<file path="src/rtl/fmcw_pkg.sv">
// Shared types and defaults for the FMCW chirp sequencing logic.
package fmcw_pkg;

  typedef enum logic [2:0] {
    S_IDLE      = 3'd0,
    S_CONFIG    = 3'd1,
    S_SETTLE    = 3'd2,
    S_CAPTURE   = 3'd3,
    S_WAIT_HOST = 3'd4,
    S_READ      = 3'd5,
    S_DRAIN     = 3'd6
  } state_t;

  localparam int DEF_N_SAMPLES = 1024;
  localparam int DEF_N_SETTLE  = 64;
  localparam int DEF_CNT_W     = 16;

  // One spare bit over the larger phase length so a phase never wraps.
  function automatic int seq_cnt_w(input int a, input int b);
    return $clog2((a > b) ? a : b) + 1;
  endfunction

endpackage

</file>
<file path="src/rtl/seq_counter.sv">
// Phase counter shared by SETTLE, CAPTURE and READ: clear, count, terminal flag.
module seq_counter #(
  parameter int W = 8
) (
  input  logic         clk,
  input  logic         rst_n,
  input  logic         clr,
  input  logic         en,
  input  logic [W-1:0] last,
  output logic         tc
);

  logic [W-1:0] cnt;

  // Clear wins over count so the owner can restart a phase on the same edge it ends.
  always_ff @(posedge clk) begin
    if (!rst_n || clr) cnt <= '0;
    else if (en)       cnt <= cnt + 1'b1;
  end

  assign tc = (cnt == last);

endmodule

</file>
<file path="src/rtl/sweep_sequencer.sv">
// Chirp sequencer: configure synth, settle, capture to FIFO, hand frame to FFT.
module sweep_sequencer
  import fmcw_pkg::*;
#(
  parameter int N_SAMPLES = DEF_N_SAMPLES,
  parameter int N_SETTLE  = DEF_N_SETTLE,
  parameter int CNT_W     = DEF_CNT_W
) (
  input  logic             clk,
  input  logic             rst_n,
  input  logic             start,
  input  logic             stop,
  input  logic             adf_done,
  input  logic             fir_valid,
  input  logic             host_ready,
  input  logic             fft_done,
  output logic             adf_en,
  output logic             fir_en,
  output logic             fifo_wren,
  output logic             fifo_rden,
  output logic             fft_en,
  output logic             ramp_trig,
  output logic             fifo_clr,
  output logic             busy,
  output logic             lock_err,
  output logic [CNT_W-1:0] chirp_cnt
);

  localparam int CW = seq_cnt_w(N_SAMPLES, N_SETTLE);
  localparam logic [CW-1:0] SAMP_LAST = CW'(N_SAMPLES - 1);
  localparam logic [CW-1:0] SETL_LAST = CW'((N_SETTLE > 0) ? N_SETTLE - 1 : 0);
  localparam state_t        CFG_NEXT  = (N_SETTLE == 0) ? S_CAPTURE : S_SETTLE;

  state_t           state;
  logic [CNT_W-1:0] chirp_q;
  logic             lock_err_q, stop_pending, ramp_q, clr_q, fft_en_q;
  logic             cnt_en, cnt_clr, cnt_tc, lock_lost, stop_any;
  logic [CW-1:0]    cnt_last;

  // Counter steering: which phase is counting, its terminal value, and when to restart.
  always_comb begin
    cnt_en    = 1'b0;
    cnt_last  = SAMP_LAST;
    lock_lost = 1'b0;
    cnt_clr   = 1'b1;
    case (state)
      S_SETTLE:  begin cnt_en = fir_valid; cnt_last = SETL_LAST; lock_lost = !adf_done; cnt_clr = 1'b0; end
      S_CAPTURE: begin cnt_en = fir_valid; lock_lost = !adf_done; cnt_clr = 1'b0; end
      S_READ:    begin cnt_en = 1'b1; cnt_clr = 1'b0; end
      default:   ;
    endcase
    if (lock_lost || (cnt_en && cnt_tc)) cnt_clr = 1'b1;
    stop_any = stop_pending || stop;
  end

  seq_counter #(.W(CW)) u_cnt (
    .clk   (clk),
    .rst_n (rst_n),
    .clr   (cnt_clr),
    .en    (cnt_en),
    .last  (cnt_last),
    .tc    (cnt_tc)
  );

  // Main sequencing FSM with registered pulses, sticky flags and the chirp count.
  always_ff @(posedge clk) begin
    if (!rst_n) begin
      state        <= S_IDLE;
      chirp_q      <= '0;
      lock_err_q   <= 1'b0;
      stop_pending <= 1'b0;
      ramp_q       <= 1'b0;
      clr_q        <= 1'b0;
      fft_en_q     <= 1'b0;
    end else begin
      ramp_q   <= 1'b0;
      clr_q    <= 1'b0;
      // FIFO read data appears one cycle after the read strobe.
      fft_en_q <= (state == S_READ);
      if (state != S_IDLE && stop) stop_pending <= 1'b1;
      case (state)
        S_IDLE: if (start) begin
          state        <= S_CONFIG;
          lock_err_q   <= 1'b0;
          stop_pending <= stop;
        end
        S_CONFIG: if (adf_done) begin
          ramp_q <= 1'b1;
          state  <= CFG_NEXT;
        end
        S_SETTLE, S_CAPTURE: begin
          if (lock_lost) begin
            // Lock lost mid-chirp: discard partial frame and retry (or quit).
            lock_err_q <= 1'b1;
            clr_q      <= 1'b1;
            if (stop_any) begin
              state        <= S_IDLE;
              stop_pending <= 1'b0;
            end else begin
              state <= S_CONFIG;
            end
          end else if (fir_valid && cnt_tc) begin
            state <= (state == S_SETTLE) ? S_CAPTURE : S_WAIT_HOST;
          end
        end
        S_WAIT_HOST: if (host_ready) state <= S_READ;
        S_READ:      if (cnt_tc) state <= S_DRAIN;
        S_DRAIN: if (fft_done) begin
          chirp_q <= chirp_q + 1'b1;
          if (stop_any) begin
            state        <= S_IDLE;
            stop_pending <= 1'b0;
          end else begin
            state <= S_CONFIG;
          end
        end
        default: state <= S_IDLE;
      endcase
    end
  end

  // Output decode, held low while reset is asserted.
  always_comb begin
    adf_en    = rst_n && (state == S_CONFIG || state == S_SETTLE || state == S_CAPTURE);
    fir_en    = rst_n && (state == S_SETTLE || state == S_CAPTURE);
    fifo_wren = rst_n && (state == S_CAPTURE) && fir_valid;
    fifo_rden = rst_n && (state == S_READ);
    fft_en    = rst_n && fft_en_q;
    ramp_trig = rst_n && ramp_q;
    fifo_clr  = rst_n && clr_q;
    busy      = rst_n && (state != S_IDLE);
    lock_err  = rst_n && lock_err_q;
    chirp_cnt = rst_n ? chirp_q : '0;
  end

endmodule
</file>
<file path="config.mk">
export PLATFORM = sky130hd
export DESIGN_NAME = sweep_sequencer
export DESIGN_NICKNAME = d
export VERILOG_FILES = /design/src/rtl/fmcw_pkg.sv /design/src/rtl/seq_counter.sv /design/src/rtl/sweep_sequencer.sv
export SDC_FILE = /design/constraint.sdc
export NUM_CORES = 1
export LEC_CHECK = 0
export CAP_MARGIN = 10
export CORE_ASPECT_RATIO = 1.75
export CORE_UTILIZATION = 50
export DETAILED_ROUTE_END_ITERATION = 6
export PLACE_DENSITY = 0.76
export SETUP_SLACK_MARGIN = 0.02
export SLEW_MARGIN = 20
export SYNTH_ARGS = -nofsm -noshare
export SYNTH_HDL_FRONTEND = slang
export SYNTH_SLANG_ARGS = --single-unit
</file>
<file path="constraint.sdc">
create_clock -name clk -period 1.89 [get_ports clk]
set_input_delay 0.2835 -clock clk [delete_from_list [all_inputs] [get_ports clk]]
set_output_delay 0.2835 -clock clk [all_outputs]
set_load 0.05 [all_outputs]
</file>
# After elaboration in Yosys (flattened, before gate mapping)
# Cells that the tools add are included.
# Widths: inputs -> output; s select.
dict set report word_totals {
  ff_bits 35
}
dict set report classes {
  n_addsub 2
  eq_ne 14
  mux 27
  reduce_logical 31
}
# cell count
set ops {}
lappend ops {{$mux 3} 8}
lappend ops {{$pmux 3 s6} 1}
lappend ops {{$add 16x1->16 const B} 1}
lappend ops {{$mux 16} 1}
lappend ops {{$logic_and 1x1->1} 13}
lappend ops {{$mux 1} 13}
lappend ops {{$add 11x1->11 const B} 1}
lappend ops {{$eq 11x10->1} 1}
lappend ops {{$mux 10} 1}
lappend ops {{$ne 2x2->1 const B} 5}
lappend ops {{$eq 3x3->1 const B} 3}
lappend ops {{$eq 3x2->1 const B} 2}
lappend ops {{$logic_or 1x1->1} 6}
lappend ops {{$reduce_and 2->1} 3}
lappend ops {{$reduce_and 6->1} 1}
lappend ops {{$pmux 1 s2} 2}
lappend ops {{$eq 3x1->1 const B} 1}
lappend ops {{$logic_not 3->1} 1}
lappend ops {{$ne 3x1->1 const B} 1}
lappend ops {{$pmux 1 s3} 1}
lappend ops {{$reduce_and 3->1} 1}
lappend ops {{$reduce_bool 3->1} 1}
lappend ops {{$reduce_or 3->1} 1}
lappend ops {{$logic_not 1->1} 2}
lappend ops {{other kinds (3)} 3}

# Depth between registers and ports, before layout
dict set report logic_depth {
  ltp_word 7
  ltp_mapped 7
}

# By module
# From an unflattened synthesis, not the netlist that was laid out.
dict set report unflattened {
  cells_unflattened 239
  area_unflattened_um2 1964.4
}
# module n_inst cells_each area_per_inst_um2
set by_module_without_submodules {}
lappend by_module_without_submodules {sweep_sequencer 1 167 1335.0}
lappend by_module_without_submodules {seq_counter 1 72 629.4}

# Worst setup path before layout
# OpenSTA, ideal clock, no wires.
dict set report synth_path {
  kind {reg-to-output}
  start {register state[2]}
  end {output port busy}
  arrival_time_ns 1.496
  path_slack_ns 0.111
  stages_incl_launch_ff 5
  n_path_buf 2
  cell_sequence {dfxtp_1 -> buf_2 -> clkbuf_1 -> nor3_1 -> nor2b_1}
}
dict set report synth_between {
  elab_chain_cells 2
}
# element line
set synth_rtl {}
lappend synth_rtl {{start, declared} sweep_sequencer.sv:34} ;# state_t state;
lappend synth_rtl {{start signal, assigned} sweep_sequencer.sv:103} ;# state <= (state == S_SETTLE) ? S_CAPTURE : S_WAIT_HOST;
lappend synth_rtl {{$reduce_bool 3->1} sweep_sequencer.sv:131} ;# busy = rst_n && (state != S_IDLE);
lappend synth_rtl {{$logic_and 1x1->1} sweep_sequencer.sv:131}
lappend synth_rtl {{end, declared} sweep_sequencer.sv:24} ;# output logic busy,
# No other way between the ends.

# Final worst setup path
dict set report layout_path {
  start {register u_cnt.cnt[7]}
  end {register state[0]}
}
dict set report layout_between {
  elab_chain_cells 4
  elab_cells_between_ends 5
}
# element line
set layout_rtl {}
lappend layout_rtl {{start, declared} seq_counter.sv:13} ;# logic [W-1:0] cnt;
lappend layout_rtl {{start signal, assigned} seq_counter.sv:18} ;# else if (en) cnt <= cnt + 1'b1;
lappend layout_rtl {{$eq 11x10->1 (*)} seq_counter.sv:21} ;# assign tc = (cnt == last);
lappend layout_rtl {{$logic_and 1x1->1} sweep_sequencer.sv:102} ;# end else if (fir_valid && cnt_tc) begin
lappend layout_rtl {{$ne 3x1->1 (no line)} -}
lappend layout_rtl {{$reduce_and 6->1 (no line) (*)} -}
# Every way passes the cells marked *; elsewhere a longest branch is shown, timed or not.
# A chain may end at the register's enable or synchronous reset.

==> reports/results.ini <==
[logic_synthesis]
synth.area.top_cells=dfxtp_1 (36%), and2_1 (13%), xnor2_1 (5.4%), xor2_1 (5.4%), nor2_1 (4.7%)
ys_warn_count=0
avgSynthCellArea_um2=8.316
yosys_most_used_dff=dfxtp_1
ys_ff_latch=35
syn_inst=232
async_flop_share=0
synth-seq-area-share=0.3632
synth_edf_count=0
ys_types=44
netlist_area_um2=1929
syn_nets=242
yosysTopAreaCell=dfxtp_1
synth_top_area_frac=0.3632
ys_top_cells_by_count=and2_1 (39), dfxtp_1 (35), nor2_1 (24)
post-synth-top-count-cell=and2_1

[setup_path]
worst_setup_path_start_kind=flop
cpPeakStageDelay_ns=0.50
r2r-end=state[0]
endpoint_kind=flop
worstPathMaxFanout=5
rr_worst_depth=5
cp_num_buf_inv=0
path_delay_family=simple AND/OR/NAND/NOR gates
critical_path_class=flop to flop
cp.required_ns=2.05
crit_slowest_cell=or4_1
crit_chain=or4_1 > mux2_4 > o31ai_4 > o2111ai_1 > mux2i_1
r2r-start=u_cnt.cnt[7]
rrSetupSlack_ns=0.09
cp.arrival_ns=1.96

[hold_path]
hold_start=u_cnt.cnt[3]
holdCritPathClass=flop to flop
hold_path_depth=2
whs_endpoint=u_cnt.cnt[3]

[timing]
setup_violations=0
slew_violations=0
whs_ns=0.5147
finalHoldViolations=0
max_clock_freq_mhz=556.4
setup_ws_ns=0.09269
slew_headroom=0.7644
finalCritPeriodShare=0.9510
tightest_slew_ns=0.3502
period_needed_ns=1.797
finClkSkew_ns=0.005518
rsz0062_at_grt=no

[clock_network]
cts_hold_buf=0
clockBufferDepth=2
h-tree-depth=2
cts_made_buffers=5
cts_num_sinks=35
clock_latency_ns=0.29
cts-root-buf=clkbuf_8
cts_tree=built
clk_pin_slew_ns=0.07

[grt]
grt_overflow=0
antenna_found_initial=0
grt_pass1_wl_um=7541
grt_usage=0.2372
grt_pass1_vias=1706
grt_max_degree=27

[power]
powerDensity_nw_per_um2=610.6
total_power_w=0.001656
p_leak_nw=1.079
max-vdd-ir-drop_mv=0.6405

[placed_design]
dpl.hpwl_um=3401
dpl.cell_count=312
place_congestion=0.8464
pre_cts_ws_ns=-0.08150
port_buffers=32

[layout]
drive_gt1_frac=0.2044
num_antenna_cells=0
stdcell_count=320
area_growth_pct=40.53
finalNetCount=283

[die]
core_area_um2=3665
pin_count=33
initial_utilization=0.5265
dieWidth_um=48.96
rows=29
dieArea_um2=4121
die-height_um=84.18

[drt]
detail_route.wl_per_cell_um=13.46
routed_wl_um=4306
vias=1713
drc=0
firstDrtPassIters=4
first_iter_violations=35
vias_per_cell=5.353
ant_nets=0

[status]
outcome=finished clean

[run]
max-cap-violations=0

## flip-flops by register name, indices dropped and copies added, names as in the netlist
register,cells
state,3
ramp_q,1
u_cnt.cnt,11
fft_en_q,1
lock_err_q,1
stop_pending,1
clr_q,1
chirp_q,16
## cell type report
type | instances | area (um2)
timing repair buffer | 46 | 688.2
clock inverter | 1 | 5.005
inverter | 6 | 22.52
sequential | 35 | 706.9
fill | 279 | 953.4
tap | 46 | 57.56
multi-input combinational | 179 | 1155
clock buffer | 7 | 76.32
## cell families after synthesis
family          after synthesis  synth area share
simple gates                124            0.3580
mux                           4           0.02334
fa+ha+maj                     2           0.01297
compound gates               25           0.09339
buf+inv                      18           0.04021
xor+xnor                     24            0.1089
flops                        35            0.3632
## routing by layer
layer / GRT usage / vias to the layer above / routed length, um / part of all wire
li1: - / 861 / - / -
met1: 0.2137 / 801 / 1476 / 0.34
met2: 0.4773 / 38 / 2581 / 0.60
met3: 0.03986 / 13 / 108 / 0.025
met4: 0.1257 / 0 / 140 / 0.033
met5: 0 / - / 0 / 0
## per-stage QoR
step           setup TNS [ns]  utilization  cell area (um2)
2_1_floorplan               0            -             1929
3_3_place_gp                0       0.7149             2620
3_5_place_dp         -0.09303       0.7149             2620
4_1_cts                     0       0.7378             2704
5_1_grt                     0       0.7398             2711
6_report                    0       0.7398             2711
## repair_timing
item / CTS / global route
gates resized for setup: 2 / 4
setup endpoints to repair: 3 / 12
setup buffers: 0 / 0
## worst max-delay path by stage
stage,startpoint,to,slack [ns],depth (start not counted)
floorplan,state[2],busy,0.11,4
global placement,fft_done,chirp_q[15],0.04,6
finish,u_cnt.cnt[7],state[0],0.09,5
CTS,state[0],fifo_rden,0.06,5
detailed placement,fft_done,chirp_q[15],-0.08,6
global route,state[1],fifo_wren,0.04,5
## cell usage in the layout (no fill, tap or decap), types with 7 or more instances in the layout
master / n
dfxtp_1: 32
nor2_1: 24
and2_1: 38
clkdlybuf4s50_1: 7
xor2_1: 12
nand2_1: 17
buf_12: 26
xnor2_1: 12
nand3_1: 8
buf_4: 13
## worst reg2reg max path, stage by stage, from the launching register on
cell       delay (ns)
dfxtp_1          0.34
or4_1            0.50
mux2_4           0.29
o31ai_4          0.16
o2111ai_1        0.21
mux2i_1          0.16
## where the power goes
| group | switching [W] | internal (W) |
|---|---|---|
| combinational | 0.000191 | 0.000166 |
| clock | 0.000255 | 0.000258 |
| sequential | 0.0000281 | 0.000757 |
| total | 0.000474 | 0.00118 |
Power figures use the tool's default switching activity.
